## src/rtl/tinychip_pkg.sv

```systemverilog
// Shared TinyChip core types: sequencer states, opcodes, instruction fields
// and the instruction classifier used by core_sequencer.
package tinychip_pkg;

   typedef enum logic [2:0] {
      S_IDLE   = 3'd0,
      S_FETCH  = 3'd1,
      S_DECODE = 3'd2,
      S_EXEC   = 3'd3,
      S_MEM    = 3'd4,
      S_WB     = 3'd5,
      S_DONE   = 3'd6
   } seq_state_t;

   typedef enum logic [1:0] {
      CLS_BRANCH = 2'd0,
      CLS_LOAD   = 2'd1,
      CLS_STORE  = 2'd2,
      CLS_ALU    = 2'd3
   } instr_class_t;

   localparam logic [2:0] OP_BEQ = 3'b010;
   localparam logic [2:0] OP_BNE = 3'b011;
   localparam logic [2:0] OP_LW  = 3'b100;
   localparam logic [2:0] OP_SW  = 3'b101;
   localparam logic [2:0] OP_SRL = 3'b110;
   localparam logic [2:0] OP_SLT = 3'b111;

   localparam logic [8:0] HALT_INSTR = 9'h1FF;

   localparam int unsigned IR_W        = 9;
   localparam int unsigned IR_BIT_TYPE = 8;
   localparam int unsigned IR_OP_HI    = 7;
   localparam int unsigned IR_OP_LO    = 5;
   localparam int unsigned IR_RD_HI    = 4;
   localparam int unsigned IR_RD_LO    = 3;
   localparam int unsigned IR_RO_HI    = 2;
   localparam int unsigned IR_RO_LO    = 1;
   localparam int unsigned IR_FUNCT    = 0;

   // Only bit_type=1 forms of beq/bne/lw/sw leave the plain ALU path.
   function automatic instr_class_t instr_class(input logic [IR_W-1:0] instr);
      instr_class_t cls;
      logic [2:0]   op;
      op  = instr[IR_OP_HI:IR_OP_LO];
      cls = CLS_ALU;
      if (instr[IR_BIT_TYPE]) begin
         case (op)
            OP_BEQ, OP_BNE: cls = CLS_BRANCH;
            OP_LW:          cls = CLS_LOAD;
            OP_SW:          cls = CLS_STORE;
            default:        cls = CLS_ALU;
         endcase
      end
      return cls;
   endfunction

endpackage

```

## src/rtl/core_sequencer.sv

```systemverilog
// Multi-cycle FETCH/DECODE/EXEC/MEM/WB sequencer for the TinyChip core.
// Ports:
//   clk, reset       clock, synchronous active-high reset
//   start            begin execution at pc 0 (IDLE/DONE only)
//   instr_addr       pc to instruction memory; instr_in returns the word
//   ir               latched instruction
//   br_taken/target  branch outcome from datapath, used in EXEC
//   alu_en, mem_read, mem_write, rf_write   datapath strobes (registered)
//   mem_ack          data memory completion
//   busy, done, err  status; err is a sticky MEM timeout flag
//   instr_count      saturating retired-instruction count
module core_sequencer
   import tinychip_pkg::*;
#(
   parameter int unsigned PC_W        = 8,
   parameter int unsigned MEM_TIMEOUT = 15,
   parameter int unsigned CNT_W       = 16
) (
   input  logic              clk,
   input  logic              reset,
   input  logic              start,
   output logic [PC_W-1:0]   instr_addr,
   input  logic [8:0]        instr_in,
   output logic [8:0]        ir,
   input  logic              br_taken,
   input  logic [PC_W-1:0]   br_target,
   output logic              alu_en,
   output logic              mem_read,
   output logic              mem_write,
   input  logic              mem_ack,
   output logic              rf_write,
   output logic              busy,
   output logic              done,
   output logic              err,
   output logic [CNT_W-1:0]  instr_count
);

   localparam int unsigned WAIT_W = (MEM_TIMEOUT > 0) ? $clog2(MEM_TIMEOUT + 1) : 1;

   seq_state_t        state_q, state_nx;
   logic [PC_W-1:0]   pc_q, pc_nx;
   logic [8:0]        ir_q, ir_nx;
   logic [WAIT_W-1:0] wait_q, wait_nx;
   logic [CNT_W-1:0]  cnt_q, cnt_nx;
   logic              err_q, err_nx;
   logic              retire;
   instr_class_t      cls;

   assign cls = instr_class(ir_q);

   // Next-state and datapath-register update logic.
   always_comb begin
      state_nx = state_q;
      pc_nx    = pc_q;
      ir_nx    = ir_q;
      wait_nx  = wait_q;
      cnt_nx   = cnt_q;
      err_nx   = err_q;
      retire   = 1'b0;
      case (state_q)
         S_IDLE, S_DONE: begin
            if (start) begin
               state_nx = S_FETCH;
               pc_nx    = '0;
               cnt_nx   = '0;
               err_nx   = 1'b0;
            end
         end
         S_FETCH: begin
            ir_nx    = instr_in;
            state_nx = S_DECODE;
         end
         S_DECODE: begin
            state_nx = (ir_q == HALT_INSTR) ? S_DONE : S_EXEC;
         end
         S_EXEC: begin
            case (cls)
               CLS_BRANCH: begin
                  pc_nx    = br_taken ? br_target : pc_q + PC_W'(1);
                  retire   = 1'b1;
                  state_nx = S_FETCH;
               end
               CLS_LOAD, CLS_STORE: begin
                  wait_nx  = '0;
                  state_nx = S_MEM;
               end
               default: state_nx = S_WB;
            endcase
         end
         S_MEM: begin
            // Ack wins even on the last allowed wait cycle.
            if (mem_ack) begin
               if (cls == CLS_LOAD) begin
                  state_nx = S_WB;
               end else begin
                  pc_nx    = pc_q + PC_W'(1);
                  retire   = 1'b1;
                  state_nx = S_FETCH;
               end
            end else if (wait_q == WAIT_W'(MEM_TIMEOUT)) begin
               err_nx   = 1'b1;
               state_nx = S_DONE;
            end else begin
               wait_nx = wait_q + WAIT_W'(1);
            end
         end
         S_WB: begin
            pc_nx    = pc_q + PC_W'(1);
            retire   = 1'b1;
            state_nx = S_FETCH;
         end
         default: state_nx = S_IDLE;
      endcase
      if (retire && (cnt_q != '1)) begin
         cnt_nx = cnt_q + CNT_W'(1);
      end
   end

   // State, datapath registers and strobes decoded from the next state.
   always_ff @(posedge clk) begin
      if (reset) begin
         state_q   <= S_IDLE;
         pc_q      <= '0;
         ir_q      <= '0;
         wait_q    <= '0;
         cnt_q     <= '0;
         err_q     <= 1'b0;
         alu_en    <= 1'b0;
         mem_read  <= 1'b0;
         mem_write <= 1'b0;
         rf_write  <= 1'b0;
         busy      <= 1'b0;
         done      <= 1'b0;
      end else begin
         state_q   <= state_nx;
         pc_q      <= pc_nx;
         ir_q      <= ir_nx;
         wait_q    <= wait_nx;
         cnt_q     <= cnt_nx;
         err_q     <= err_nx;
         alu_en    <= (state_nx == S_EXEC);
         mem_read  <= (state_nx == S_MEM) && (cls == CLS_LOAD);
         mem_write <= (state_nx == S_MEM) && (cls == CLS_STORE);
         rf_write  <= (state_nx == S_WB);
         busy      <= (state_nx != S_IDLE) && (state_nx != S_DONE);
         done      <= (state_nx == S_DONE);
      end
   end

   assign instr_addr  = pc_q;
   assign ir          = ir_q;
   assign err         = err_q;
   assign instr_count = cnt_q;

endmodule

```

## config.mk

```make
export PLATFORM = sky130hd
export DESIGN_NAME = core_sequencer
export DESIGN_NICKNAME = d
export VERILOG_FILES = /design/src/rtl/tinychip_pkg.sv /design/src/rtl/core_sequencer.sv
export SDC_FILE = /design/constraint.sdc
export NUM_CORES = 1
export LEC_CHECK = 0
export ABC_CLOCK_PERIOD_IN_PS = 3300
export CORE_MARGIN = 4
export CORE_UTILIZATION = 36
export CTS_CLUSTER_SIZE = 28
export DETAILED_ROUTE_END_ITERATION = 6
export GPL_TIMING_DRIVEN = 0
export PLACE_DENSITY_LB_ADDON = 0.05
export SLEW_MARGIN = 40
export SYNTH_ARGS = -nofsm -noshare
export SYNTH_HDL_FRONTEND = slang
export SYNTH_SLANG_ARGS = --single-unit
```

## constraint.sdc

```tcl
create_clock -name clk -period 3.3 [get_ports clk]
set_input_delay 0.495 -clock clk [delete_from_list [all_inputs] [get_ports clk]]
set_output_delay 0.495 -clock clk [all_outputs]
set_load 0.1 [all_outputs]
```

; Word-level counts from Yosys, hierarchy flattened
; Index checks and enable logic that the tools add are counted.
[word_totals]
input_bits = 22
reg_bits = 47
[classes]
eq_ne = 28
reduce_logical = 19
mux = 30
add_sub_neg = 3
[ops]
columns = operator, n
row1 = 2-to-1 mux 16 bit, 3
row2 = 2-to-1 mux 8 bit, 5
row3 = case mux 8 bit (4 select lines), 1
row4 = equality test 3 bit (second input constant), 8
row5 = case mux 3 bit (6 select lines), 1
row6 = adder 16 x 1 -> 16 bit (second input constant), 1
row7 = != test 16 bit (second input constant), 1
row8 = != test 2 bit (second input constant), 8
row9 = equality test 3 x 2 -> 1 bit (second input constant), 5
row10 = 2-to-1 mux 3 bit, 5
row11 = 2-to-1 mux 4 bit, 3
row12 = equality test 9 bit (second input constant), 1
row13 = adder 8 x 1 -> 8 bit (second input constant), 1
row14 = case mux 4 bit (2 select lines), 1
row15 = AND reduction 4 bit, 2
row16 = nonzero test 2 bit, 4
row17 = 2-to-1 mux 1 bit, 6
row18 = case mux 2 bit (3 select lines), 1
row19 = case mux 3 bit (2 select lines), 1
row20 = OR reduction 2 bit, 3
row21 = AND reduction 5 bit, 1
row22 = adder 4 x 1 -> 4 bit (second input constant), 1
row23 = equality test 4 bit (second input constant), 1
row24 = logical AND 1 bit, 4
row25 = 12 further kinds, 12

; Longest topological paths before layout
; Gate-level depths: netlist of the first run.
[depth]
ltp_word = 11
mapped_depth = 10
depth_no_buf = 9

; Least setup slack after synthesis of the first run
; Ideal clock, no wire load.
[synth_path]
kind = flip-flop to flip-flop
from = register ir_q[6], in the netlist ir[6]
to = register cnt_q[8], in the netlist instr_count[8]
t_required_ns = 3.168
arrival_ns = 2.923
path_buffers = 1
slack_ns = 0.244
setup_time_ns = 0.132
path_stages_with_launch = 11
cell_sequence = dfxtp_1 -> ha_1 -> nand2_1 -> or2_2 -> ha_1 -> nand2b_1 -> a21o_1 -> a22o_4 -> buf_6 -> o311ai_0 -> a21oi_1
[synth_via]
elab_chain_cells = 11
word_cells_on_any_way = 18
classes_between = eq/ne: 5 / mux: 7 / reduce/logical: 6
[synth_lines]
columns = item, line
row1 = start: declaration, core_sequencer.sv:42  ; logic [8:0] ir_q, ir_nx;
row2 = start signal: assignment, core_sequencer.sv:137  ; ir_q <= ir_nx;
row3 = equality test 3 x 2 -> 1 bit, tinychip_pkg.sv:48  ; case (op)
row4 = OR reduction 2 bit, tinychip_pkg.sv:48
row5 = case mux 2 bit (3 select lines) (*), tinychip_pkg.sv:48
row6 = 2-to-1 mux 2 bit (*), tinychip_pkg.sv:47  ; if (instr[IR_BIT_TYPE]) begin
row7 = equality test 2 x 1 -> 1 bit, core_sequencer.sv:93  ; if (cls == CLS_LOAD) begin
row8 = 2-to-1 mux 1 bit, core_sequencer.sv:93
row9 = 2-to-1 mux 1 bit, core_sequencer.sv:92  ; if (mem_ack) begin
row10 = case mux 1 bit (3 select lines) (*), core_sequencer.sv:60  ; case (state_q)
row11 = logical AND 1 bit (*), core_sequencer.sv:114  ; if (retire && (cnt_q != '1)) begin
row12 = nonzero test 2 bit (no source line), -
row13 = AND reduction 2 bit (no source line), -
row14 = end signal: assignment, core_sequencer.sv:139  ; cnt_q <= cnt_nx;
row15 = end: declaration, core_sequencer.sv:44  ; logic [CNT_W-1:0] cnt_q, cnt_nx;
; Mark *: on every way between the ends. The rest lies on a longest branch, timed or not.
; A chain may end at the register's enable or synchronous reset.

; Final worst setup path of the first run
[layout_path]
from = register ir_q[6], in the netlist ir[6]
to = register cnt_q[6], in the netlist instr_count[6]
; The elaborated chain is that of the path after synthesis.

==> results of run 1 <==
==> worst max-delay path, delay by kind of cell (launching register included) <==
family	cells	cell delay, ns
AOI/OAI and AO/OA	4	1.17
DFF	1	0.34
adders and majority gates	2	0.50
and+or+nand+nor	3	0.53
==> power breakdown <==
part           total (mW)  leakage [nW]  internal [mW]  switching [mW]
clock               0.384        0.0474          0.171           0.212
sequential          0.640         0.381          0.603          0.0371
combinational       0.533         0.810          0.141           0.392
total                1.56          1.24          0.915           0.642
==> layout make-up <==
class | instances | area (um^2) | area share, %
Clock buffer | 6 | 82.6 | 2.63
Multi-Input combinational cell | 228 | 1470 | 46.9
Timing Repair Buffer | 61 | 410 | 13.1
Inverter | 13 | 48.8 | 1.55
Tap cell | 96 | 120 | 3.82
Clock inverter | 2 | 16.3 | 0.517
Sequential cell | 47 | 941 | 29.9
Buffer | 10 | 51.3 | 1.63
==> cells in the mapped netlist (5+ instances only) <==
cell | number | area share, %
a21oi_1 | 23 | 4.6
and3_1 | 8 | 2.0
buf_2 | 5 | 0.99
dfxtp_1 | 47 | 37
ha_1 | 8 | 4.0
inv_1 | 13 | 1.9
mux2i_1 | 9 | 3.6
nand2_1 | 23 | 3.4
nand2b_1 | 6 | 1.5
nand3_1 | 15 | 3.0
nand4_1 | 10 | 2.5
nor2_1 | 31 | 4.6
nor2b_1 | 5 | 1.2
nor3_1 | 9 | 1.8
o21ai_0 | 9 | 1.8
or3_1 | 6 | 1.5
==> cells by family after synthesis <==
kind of cell	after synthesis	synth area share, %
AND/OR/NAND/NOR	134	28.5
AO/OA/AOI/OAI	71	20.3
flip-flops	47	37.4
buffers and inverters	23	3.98
multiplexers	10	4.03
adder cells (fa/ha/maj)	8	3.98
XOR/XNOR	5	1.74
==> layer usage <==
metal / GRT usage (%) / part of all wire [%] / vias to the layer above
met5: 0 / 0 / -
met4: 4.02 / 1.2 / 0
met3: 5.14 / 5.5 / 6
met2: 26.2 / 46 / 69
met1: 22.7 / 48 / 1161
li1: - / - / 1226
==> per-stage QoR <==
| stage | worst slack [ns] | instances |
|---|---|---|
| after floorplan | 0.244 | 298 |
| after global placement | 0.685 | 455 |
| after detailed placement | 0.714 | 455 |
| after CTS | 0.687 | 463 |
| after global routing | 0.442 | 463 |
| final | 0.677 | 463 |
==> cells in the final DEF, fill, tap and decap left out, types with 3 or more instances in the layout <==
master           synthesis  routed
a21oi_1                 23      23
a221oi_1                 3       3
a31oi_1                  3       3
and3_1                   8       8
buf_2                    5      45
clkbuf_8                 0       6
clkdlybuf4s50_1          0      21
dfxtp_1                 47      47
ha_1                     8       8
inv_1                   13      13
mux2i_1                  9       9
nand2_1                 23      23
nand2b_1                 6       6
nand3_1                 15      15
nand3b_1                 3       3
nand4_1                 10      10
nor2_1                  31      31
nor2b_1                  5       5
nor3_1                   9       9
nor3b_1                  3       3
o211ai_1                 3       3
o21a_1                   3       3
o21ai_0                  9       9
or3_1                    6       6
xnor2_1                  3       3
==> worst paths after layout <==
kind                            slack (ns)  startpoint  cells past startpoint        endpoint
worst min register to register        0.49         err                      2             err
worst min-delay path                  0.49         err                      2             err
worst max register to register        0.68       ir[6]                      9  instr_count[6]
worst max-delay path                  0.68       ir[6]                      9  instr_count[6]
==> state kept, by name, indices dropped and copies added (netlist names) <==
name,count
alu_en,1
busy,1
done,1
err,1
instr_addr,8
instr_count,16
ir,9
mem_read,1
mem_write,1
rf_write,1
state_q,3
wait_q,4
==> flow_metrics.env, run 1 <==
export IMPL_rsz0062_at_grt="no"
export IMPL_power_density_nw_per_um2=495
export IMPL_cp_max_fo=7
export IMPL_ys_async_sr_fraction_pct=0
export IMPL_wl_per_cell_um=14.8
export IMPL_fin_nets=396
export IMPL_syn_inst=298
export IMPL_die_w_um=91.6
export IMPL_start_util_pct=37.0
export IMPL_fin_crit_sh_pct=79.5
export IMPL_first_global_vias=2310
export IMPL_grt_max_degree=16
export IMPL_ys_warn_count=0
export IMPL_cp_slowest_cell="a22oi_1"
export IMPL_avgViaCountPerCell=5.32
export IMPL_synth_area_um2=2510
export IMPL_drt_wl_total_um=6850
export IMPL_cts_sinks=47
export IMPL_area_delta_synth_final_pct=25.0
export IMPL_hold_viol=0
export IMPL_synth_ff_type="dfxtp_1"
export IMPL_remaining_drc_errors=0
export IMPL_crit_type="reg -> reg"
export IMPL_cts_resized_gates=0
export IMPL_power_total_mw=1.56
export IMPL_postLayoutCellArea_um2=3140
export IMPL_syn_avg_cell_area_um2=8.44
export IMPL_cp_end_kind="flip-flop"
export IMPL_cts_buffer_depth=2
export IMPL_cap_viol_max_count=0
export IMPL_arrival_ns=2.85
export IMPL_final_core_util_pct=46.3
export IMPL_ant_nets=0
export IMPL_min_path_type="reg -> reg"
export IMPL_start_kind="flip-flop"
export IMPL_ioPinCount=62
export IMPL_cts_tree="built"
export IMPL_finalSetupViolations=0
export IMPL_cts_buffers=5
export IMPL_synth_nets=328
export IMPL_drive_above_1_share_pct=18.8
export IMPL_post_cts_buffers=0
export IMPL_finalClockSkew_ns=0.0117
export IMPL_ir_drop_v=0.000250
export IMPL_ys_ff_latch=47
export IMPL_min_period_ns=2.62
export IMPL_dr_pass1_iters=4
export IMPL_place_congestion=0.824
export IMPL_slew_headroom_pct=56.0
export IMPL_clkLatencyLatePin_ns=0.31
export IMPL_rows=30
export IMPL_antenna_found_initial=0
export IMPL_synth_enable_flop_cells=0
export IMPL_ys_types=60
export IMPL_coreArea_um2=6790
export IMPL_htreeDepth=2
export IMPL_clockRootBuffer="clkbuf_8"
export IMPL_seq_area_frac_synth_pct=37.4
export IMPL_drtIter0Drc=79
export IMPL_cp_cell_sequence="ha_1 > nand2_1 > or2_2 > ha_1 > nand2b_1 > a21o_1 > a22oi_1 > a21oi_1 > a311oi_1"
export IMPL_max_freq_ghz=0.381
export IMPL_track_usage_pct=16.8
export IMPL_vias=2462
export IMPL_max_stage_delay_ns=0.53
export IMPL_overflow=0
export IMPL_cellLeakagePower_nw=1.24
export IMPL_dp_hpwl_um=4960
export IMPL_grt_pass1_wl_um=11400
export IMPL_setup_tns_ns=0
export IMPL_cpMostUsedCell="ha_1"
export IMPL_cts_hold_buf=0
export IMPL_maxSlewViolCount=0
export IMPL_place_area_um2=3050
export IMPL_port_buffers=61
export IMPL_fin_hold_ws_ns=0.490
export IMPL_worst_pin_slew_ns=0.661
export IMPL_fillCellCount=719
export IMPL_critPathRequiredTime_ns=3.52
export IMPL_design_die_area_um2=8390
export IMPL_die_h_um=91.6
export IMPL_status="completed"
export IMPL_antenna_cells=0
export IMPL_cts_clk_slew_worst_paths_ns=0.10
Note: power is estimated with default switching activity, not from simulation.
==> run 2: changes to the inputs <==
--- a/config.mk
+++ b/config.mk
@@ -5,7 +5,7 @@
 export SDC_FILE = /design/constraint.sdc
 export NUM_CORES = 1
 export LEC_CHECK = 0
-export ABC_CLOCK_PERIOD_IN_PS = 3300
+export ABC_CLOCK_PERIOD_IN_PS = 2700
 export CORE_MARGIN = 4
 export CORE_UTILIZATION = 36
 export CTS_CLUSTER_SIZE = 28
==> constraint.sdc (replaced) <==
create_clock -name clk -period 2.7 [get_ports clk]
set_input_delay 0.405 -clock clk [delete_from_list [all_inputs] [get_ports clk]]
set_output_delay 0.405 -clock clk [all_outputs]
set_load 0.1 [all_outputs]
==> run 2 against run 1 <==
Largest power group unchanged; register-to-register slack got worse by 0.52 ns; worst setup slack lost 0.52 ns; clock power rose by 61%; die area unchanged; flip-flop and latch count did not move; clock skew shrank 0.0033 ns; sequential power up 22%; via count grew 0.97%; utilization is 1.0 points higher; design area rose by 2.2%.
==> flow_metrics.env, run 2 (synthesis gave the netlist of run 1 again) <==
export IMPL_avgViaCountPerCell=5.36
export IMPL_ir_drop_v=0.000251
export IMPL_met3_length_um=390
export IMPL_finalClockSkew_ns=0.00838
export IMPL_remaining_drc_errors=0
export IMPL_fillCellCount=700
export IMPL_cts_clk_slew_worst_paths_ns=0.09
export IMPL_grt_max_degree=16
export IMPL_track_usage_pct=16.0
export IMPL_grt_pass1_wl_um=11100
export IMPL_fin_crit_sh_pct=94.3
export IMPL_hold_end="err"
export IMPL_maxSlewViolCount=0
export IMPL_htreeDepth=2
export IMPL_pre_cts_ws_ns=0.0904
export IMPL_start_kind="flip-flop"
export IMPL_ant_nets=0
export IMPL_overflow=0
export IMPL_wl_met2_um=3030
export IMPL_dp_hpwl_um=4990
export IMPL_area_delta_synth_final_pct=27.8
export IMPL_reg2regPathDepth=9
export IMPL_rows=30
export IMPL_met1_length_um=3230
export IMPL_crit_type="reg -> reg"
export IMPL_layout_commonest_cell="buf_2"
export IMPL_swShare_pct=37.6
export IMPL_max_freq_ghz=0.393
export IMPL_path_buf_inv=0
export IMPL_clockRootBuffer="clkbuf_8"
export IMPL_hold_viol=0
export IMPL_drt_wl_total_um=6740
export IMPL_cts_buffer_depth=2
export IMPL_slew_headroom_pct=53.6
export IMPL_critPathRequiredTime_ns=2.94
export IMPL_p_clk_share_pct=30.2
export IMPL_drive_above_1_share_pct=21.2
export IMPL_clkLatencyLatePin_ns=0.30
export IMPL_design_die_area_um2=8390
export IMPL_wl_per_cell_um=14.5
export IMPL_min_from="err"
export IMPL_max_stage_delay_ns=0.38
export IMPL_finalSetupViolations=0
export IMPL_fin_nets=397
export IMPL_fin_hold_ws_ns=0.489
export IMPL_cts_buffers=5
export IMPL_cp_slowest_cell="ha_1"
export IMPL_timing_rr_start="ir[6]"
export IMPL_die_h_um=91.6
export IMPL_cellLeakagePower_nw=1.26
export IMPL_comb_power_share_pct=31.7
export IMPL_coreArea_um2=6790
export IMPL_min_period_ns=2.55
export IMPL_antenna_found_initial=0
export IMPL_die_w_um=91.6
export IMPL_rsz0062_at_grt="no"
export IMPL_final_cell_mix="buf_2 (45), dfxtp_1 (43), nor2_1 (31)"
export IMPL_switching_power_mw=0.772
export IMPL_cp_end_kind="flip-flop"
export IMPL_internal_power_mw=1.28
export IMPL_worst_pin_slew_ns=0.696
export IMPL_whs_path_depth=2
export IMPL_drtIter0Drc=144
export IMPL_top_layer="met4"
export IMPL_port_buffers=61
export IMPL_multi_input_area_um2=1490
export IMPL_cts_tree="built"
export IMPL_antenna_cells=0
export IMPL_first_global_vias=2291
export IMPL_place_congestion=0.778
export IMPL_seqCellArea_um2=946
export IMPL_finalWorstSetupSlack_ns=0.153
export IMPL_cp_num_cells=9
export IMPL_vias=2486
export IMPL_start_util_pct=37.0
export IMPL_status="completed"
export IMPL_final_core_util_pct=47.3
export IMPL_setup_tns_ns=0
export IMPL_cp_max_fo=4
export IMPL_reg2reg_slack_ns=0.15
export IMPL_power_density_nw_per_um2=639
export IMPL_cts_sinks=47
export IMPL_cp_top_family="simple AND/OR/NAND/NOR gates"
export IMPL_arrival_ns=2.79
export IMPL_largest_reg_flops=16
export IMPL_dr_pass1_iters=4
export IMPL_cap_viol_max_count=0
export IMPL_min_path_type="reg -> reg"
export IMPL_cp_cell_sequence="ha_1 > nand2_1 > or2_2 > ha_1 > nand3b_1 > nand3_1 > a21boi_0 > nor3b_1 > and3_1"
export IMPL_cpMostUsedCell="ha_1"
export IMPL_power_frac_seq_pct=38.1
export IMPL_r2r_end="mem_read"
export IMPL_ioPinCount=62
[run 2: how the worst max path moves through the flow]
stage                     start        endpoint  slack (ns)
after detailed placement  ir[6]  instr_count[8]        0.09
after global placement    ir[6]  instr_count[6]        0.08
after CTS                 ir[6]  instr_count[6]        0.04
after floorplan           ir[6]  instr_count[8]        0.01
final                     ir[6]        mem_read        0.15
after global routing      ir[6]  instr_count[8]        0.02
[run 2: cell type report]
| cell class | count | area share (%) |
|---|---|---|
| repair buffers | 62 | 13.0 |
| inverters | 13 | 1.52 |
| plain buffers | 10 | 1.60 |
| multi-input cells | 228 | 46.5 |
| flip-flops and latches | 47 | 29.4 |
| well taps | 96 | 3.74 |
| clock buffers | 5 | 2.14 |
| clock inverters | 3 | 2.10 |
[run 2: through the flow]
stage	total power [mW]	instance area, um^2	instances
after floorplan	1.30	2520	298
after global placement	1.48	3250	455
after detailed placement	1.45	3050	455
after CTS	2.07	3190	463
after global routing	2.15	3210	464
final	2.05	3210	464
[run 2: worst reg2reg max path: stages, from the launching register on]
cell and delay [ns]:
dfxtp_2 0.34, ha_1 0.27, nand2_1 0.07, or2_2 0.33, ha_1 0.38, nand3b_1 0.11
nand3_1 0.11, a21boi_0 0.33, nor3b_1 0.35, and3_1 0.20
[run 2: what timing repair did]
| item | CTS | global route |
|---|---|---|
| gates resized for setup | 0 | 5 |
| setup buffers | 0 | 1 |
| endpoints found under the setup margin | 0 | 5 |
| hold buffers | 0 | 0 |
[run 2: layer usage]
metal | up-vias | global-route usage, %
met1 | 1177 | 22.2
met3 | 9 | 3.56
met5 | - | 0
met2 | 70 | 25.1
li1 | 1230 | -
met4 | 0 | 4.02
[run 2: power by group through the flow]
| stage | registers (mW) | logic [mW] | clock network (mW) |
|---|---|---|---|
| finish | 0.782 | 0.651 | 0.620 |
| detailed placement | 0.798 | 0.649 | 0 |
| floorplan | 1.05 | 0.256 | 0 |
| global placement | 0.799 | 0.682 | 0 |
| CTS | 0.782 | 0.653 | 0.638 |
| global route | 0.791 | 0.691 | 0.666 |
==> RTL edit (flow settings as in run 1) <==
Encoding of `seq_state_t`: now one-hot (7 bits for 7 states).
--- a/src/rtl/tinychip_pkg.sv
+++ b/src/rtl/tinychip_pkg.sv
@@ -2,14 +2,14 @@
 // and the instruction classifier used by core_sequencer.
 package tinychip_pkg;
 
-   typedef enum logic [2:0] {
-      S_IDLE   = 3'd0,
-      S_FETCH  = 3'd1,
-      S_DECODE = 3'd2,
-      S_EXEC   = 3'd3,
-      S_MEM    = 3'd4,
-      S_WB     = 3'd5,
-      S_DONE   = 3'd6
+   typedef enum logic [6:0] {
+      S_IDLE   = 7'b0000001,
+      S_FETCH  = 7'b0000010,
+      S_DECODE = 7'b0000100,
+      S_EXEC   = 7'b0001000,
+      S_MEM    = 7'b0010000,
+      S_WB     = 7'b0100000,
+      S_DONE   = 7'b1000000
    } seq_state_t;
 
    typedef enum logic [1:0] {
Formal check against the unedited RTL: no difference found for any inputs over 10 cycles, from zero or initial values and one cycle with reset high; not proved beyond that.
==> RTL edit against run 1 <==
  * Sequential cell count increased by 4
  * Setup slack got worse by 0.061 ns
  * Via count increased by 5.6%
  * Cell area increased by 8.9%
  * Area after synthesis increased by 11%
  * Clock skew decreased by 0.0075 ns
  * Count of clock-buffer cells in the layout unchanged
  * Critical path depth decreased by 1
  * Synthesized cell count increased by 7.0%
  * Wire length increased by 2.9%
  * Sequential share of layout area decreased by 0.11 points
  * Critical path type unchanged
  * Highest routed layer unchanged
Power is not compared: it rests on default switching activity, and its combinational part moved more than twofold at a synthesized area within 25%.
==> RTL edit: results (changes against run 1) <==
Placed design
The post-placement setup slack is 0.5864 ns (-0.1280 ns). The placed cell area was 0.003332 mm2 (+9.4%). The placer congestion estimate is 0.8550 (+3.8%). The placed instance count came to 479 (+5.3%). The HPWL after detailed placement is 5.210 mm (+5.0%).

Worst setup path
The cell family contributing the most delay on the critical path is compound AO/OA/AOI/OAI gates. The signal arrival time at the worst endpoint is 2.88 ns (+0.03 ns). The critical-path cell with the highest stage delay is sky130_fd_sc_hd__dfxtp_1. The biggest cell delay along the critical path was 0.41 ns (-0.12 ns). The largest fanout on the critical path is 10 (+3).

STA
The maximum clock skew at final layout came to 0.004155 ns (-0.007495 ns). The final-report max-slew violation count is 0 (unchanged). The transition time at the pin with the least slew margin is 0.7472 ns (+0.08652 ns).

Detailed routing
The overall routed net length is 7.053 mm (+2.9%). The vias per cell is 5.352 (+0.65%). The first-iteration detailed-routing DRC count is 246 (+210%).

Yosys
The average size of a mapped cell is 8.754 um2 (+3.7%). By count the netlist is led by sky130_fd_sc_hd__dfxtp_1, sky130_fd_sc_hd__nor2_1, sky130_fd_sc_hd__nand2_1. The sequential cell area fraction in the yosys report was 0.3656 (-0.008538). The net count after synthesis came to 349 (+6.4%). The number of library cell types mapped by synthesis came to 65 (+8.3%). Ranked by total cell area, the synthesized netlist is headed by sky130_fd_sc_hd__dfxtp_1, sky130_fd_sc_hd__mux2i_1, sky130_fd_sc_hd__nor2_1, sky130_fd_sc_hd__ha_1, sky130_fd_sc_hd__nor3_1.

GRT
The via count of the first global-routing pass came to 2380 (+3.0%). The overall global routing resource usage is 0.1582 (-0.009955). The pin count of the biggest net entering global routing is 15 (-1). The global-route wire length before repair is 11.54 mm (+0.90%).

Clock network
The clock latency reported for the late side of the worst-skew pair is 0.30 ns. Clock-pin slew was measured on the worst setup and hold paths at 0.09 ns.

Layout
The flip-flop count of the largest register, all copies and words added is 16 (unchanged). The share of post-route cells with drive strength above 1 was 0.2041 (+0.01612). The final cell count without fillers is 486 (+5.0%). The net total in the final layout was 417 (+5.3%).

Outcome
The run finished with clean final reports.

Pwr
Of the total power, the clock network draws 0.293.
==> RTL edit: cell types whose count changed in the layout (fill, tap and decap cells not counted), moves of 4 or more <==
| cell | delta |
|---|---|
| sky130_fd_sc_hd__xor2_1 | +4 |
| sky130_fd_sc_hd__nor3_1 | +9 |
| sky130_fd_sc_hd__a21oi_1 | -13 |
| sky130_fd_sc_hd__dfxtp_1 | +4 |
| sky130_fd_sc_hd__or2_2 | +4 |
| sky130_fd_sc_hd__and2_1 | +4 |
| sky130_fd_sc_hd__inv_1 | -5 |
| sky130_fd_sc_hd__nand4_1 | -6 |
==> RTL edit: layout make-up <==
class	count	area, um2
fill	753	3984
multi-input combinational	247	1680
sequential	51	1021
timing repair buffer	61	410.4
tap	99	123.9
clock buffer	6	82.58
buffer	12	67.56
inverter	9	33.78
clock inverter	1	5.005
==> RTL edit: final timing paths <==
| path | from | endpoint | slack, ns | cells after the start |
|---|---|---|---|---|
| worst max-delay path | ir[6] | instr_count[2] | 0.62 | 8 |
| worst min-delay path | wait_q[1] | wait_q[1] | 0.48 | 2 |
| worst max register to register | ir[6] | instr_count[2] | 0.62 | 8 |
| worst min register to register | wait_q[1] | wait_q[1] | 0.48 | 2 |
==> RTL edit: kinds of logic after synthesis <==
group / Yosys count / synth area share
AO/OA/AOI/OAI: 65 / 0.1824
buffers and inverters: 21 / 0.03629
adder cells (fa/ha/maj): 8 / 0.03584
XOR/XNOR: 12 / 0.03763
AND/OR/NAND/NOR: 149 / 0.2953
multiplexers: 13 / 0.04704
flip-flops: 51 / 0.3656
==> RTL edit: layer usage <==
metal	share of wire	vias to the layer above	GRT usage	wire, um
met5	0	-	0	0
met4	0.0092	0	0.04621	65
met3	0.063	6	0.03284	447
met2	0.42	79	0.2404	2987
met1	0.50	1200	0.2242	3553
li1	-	1316	-	-
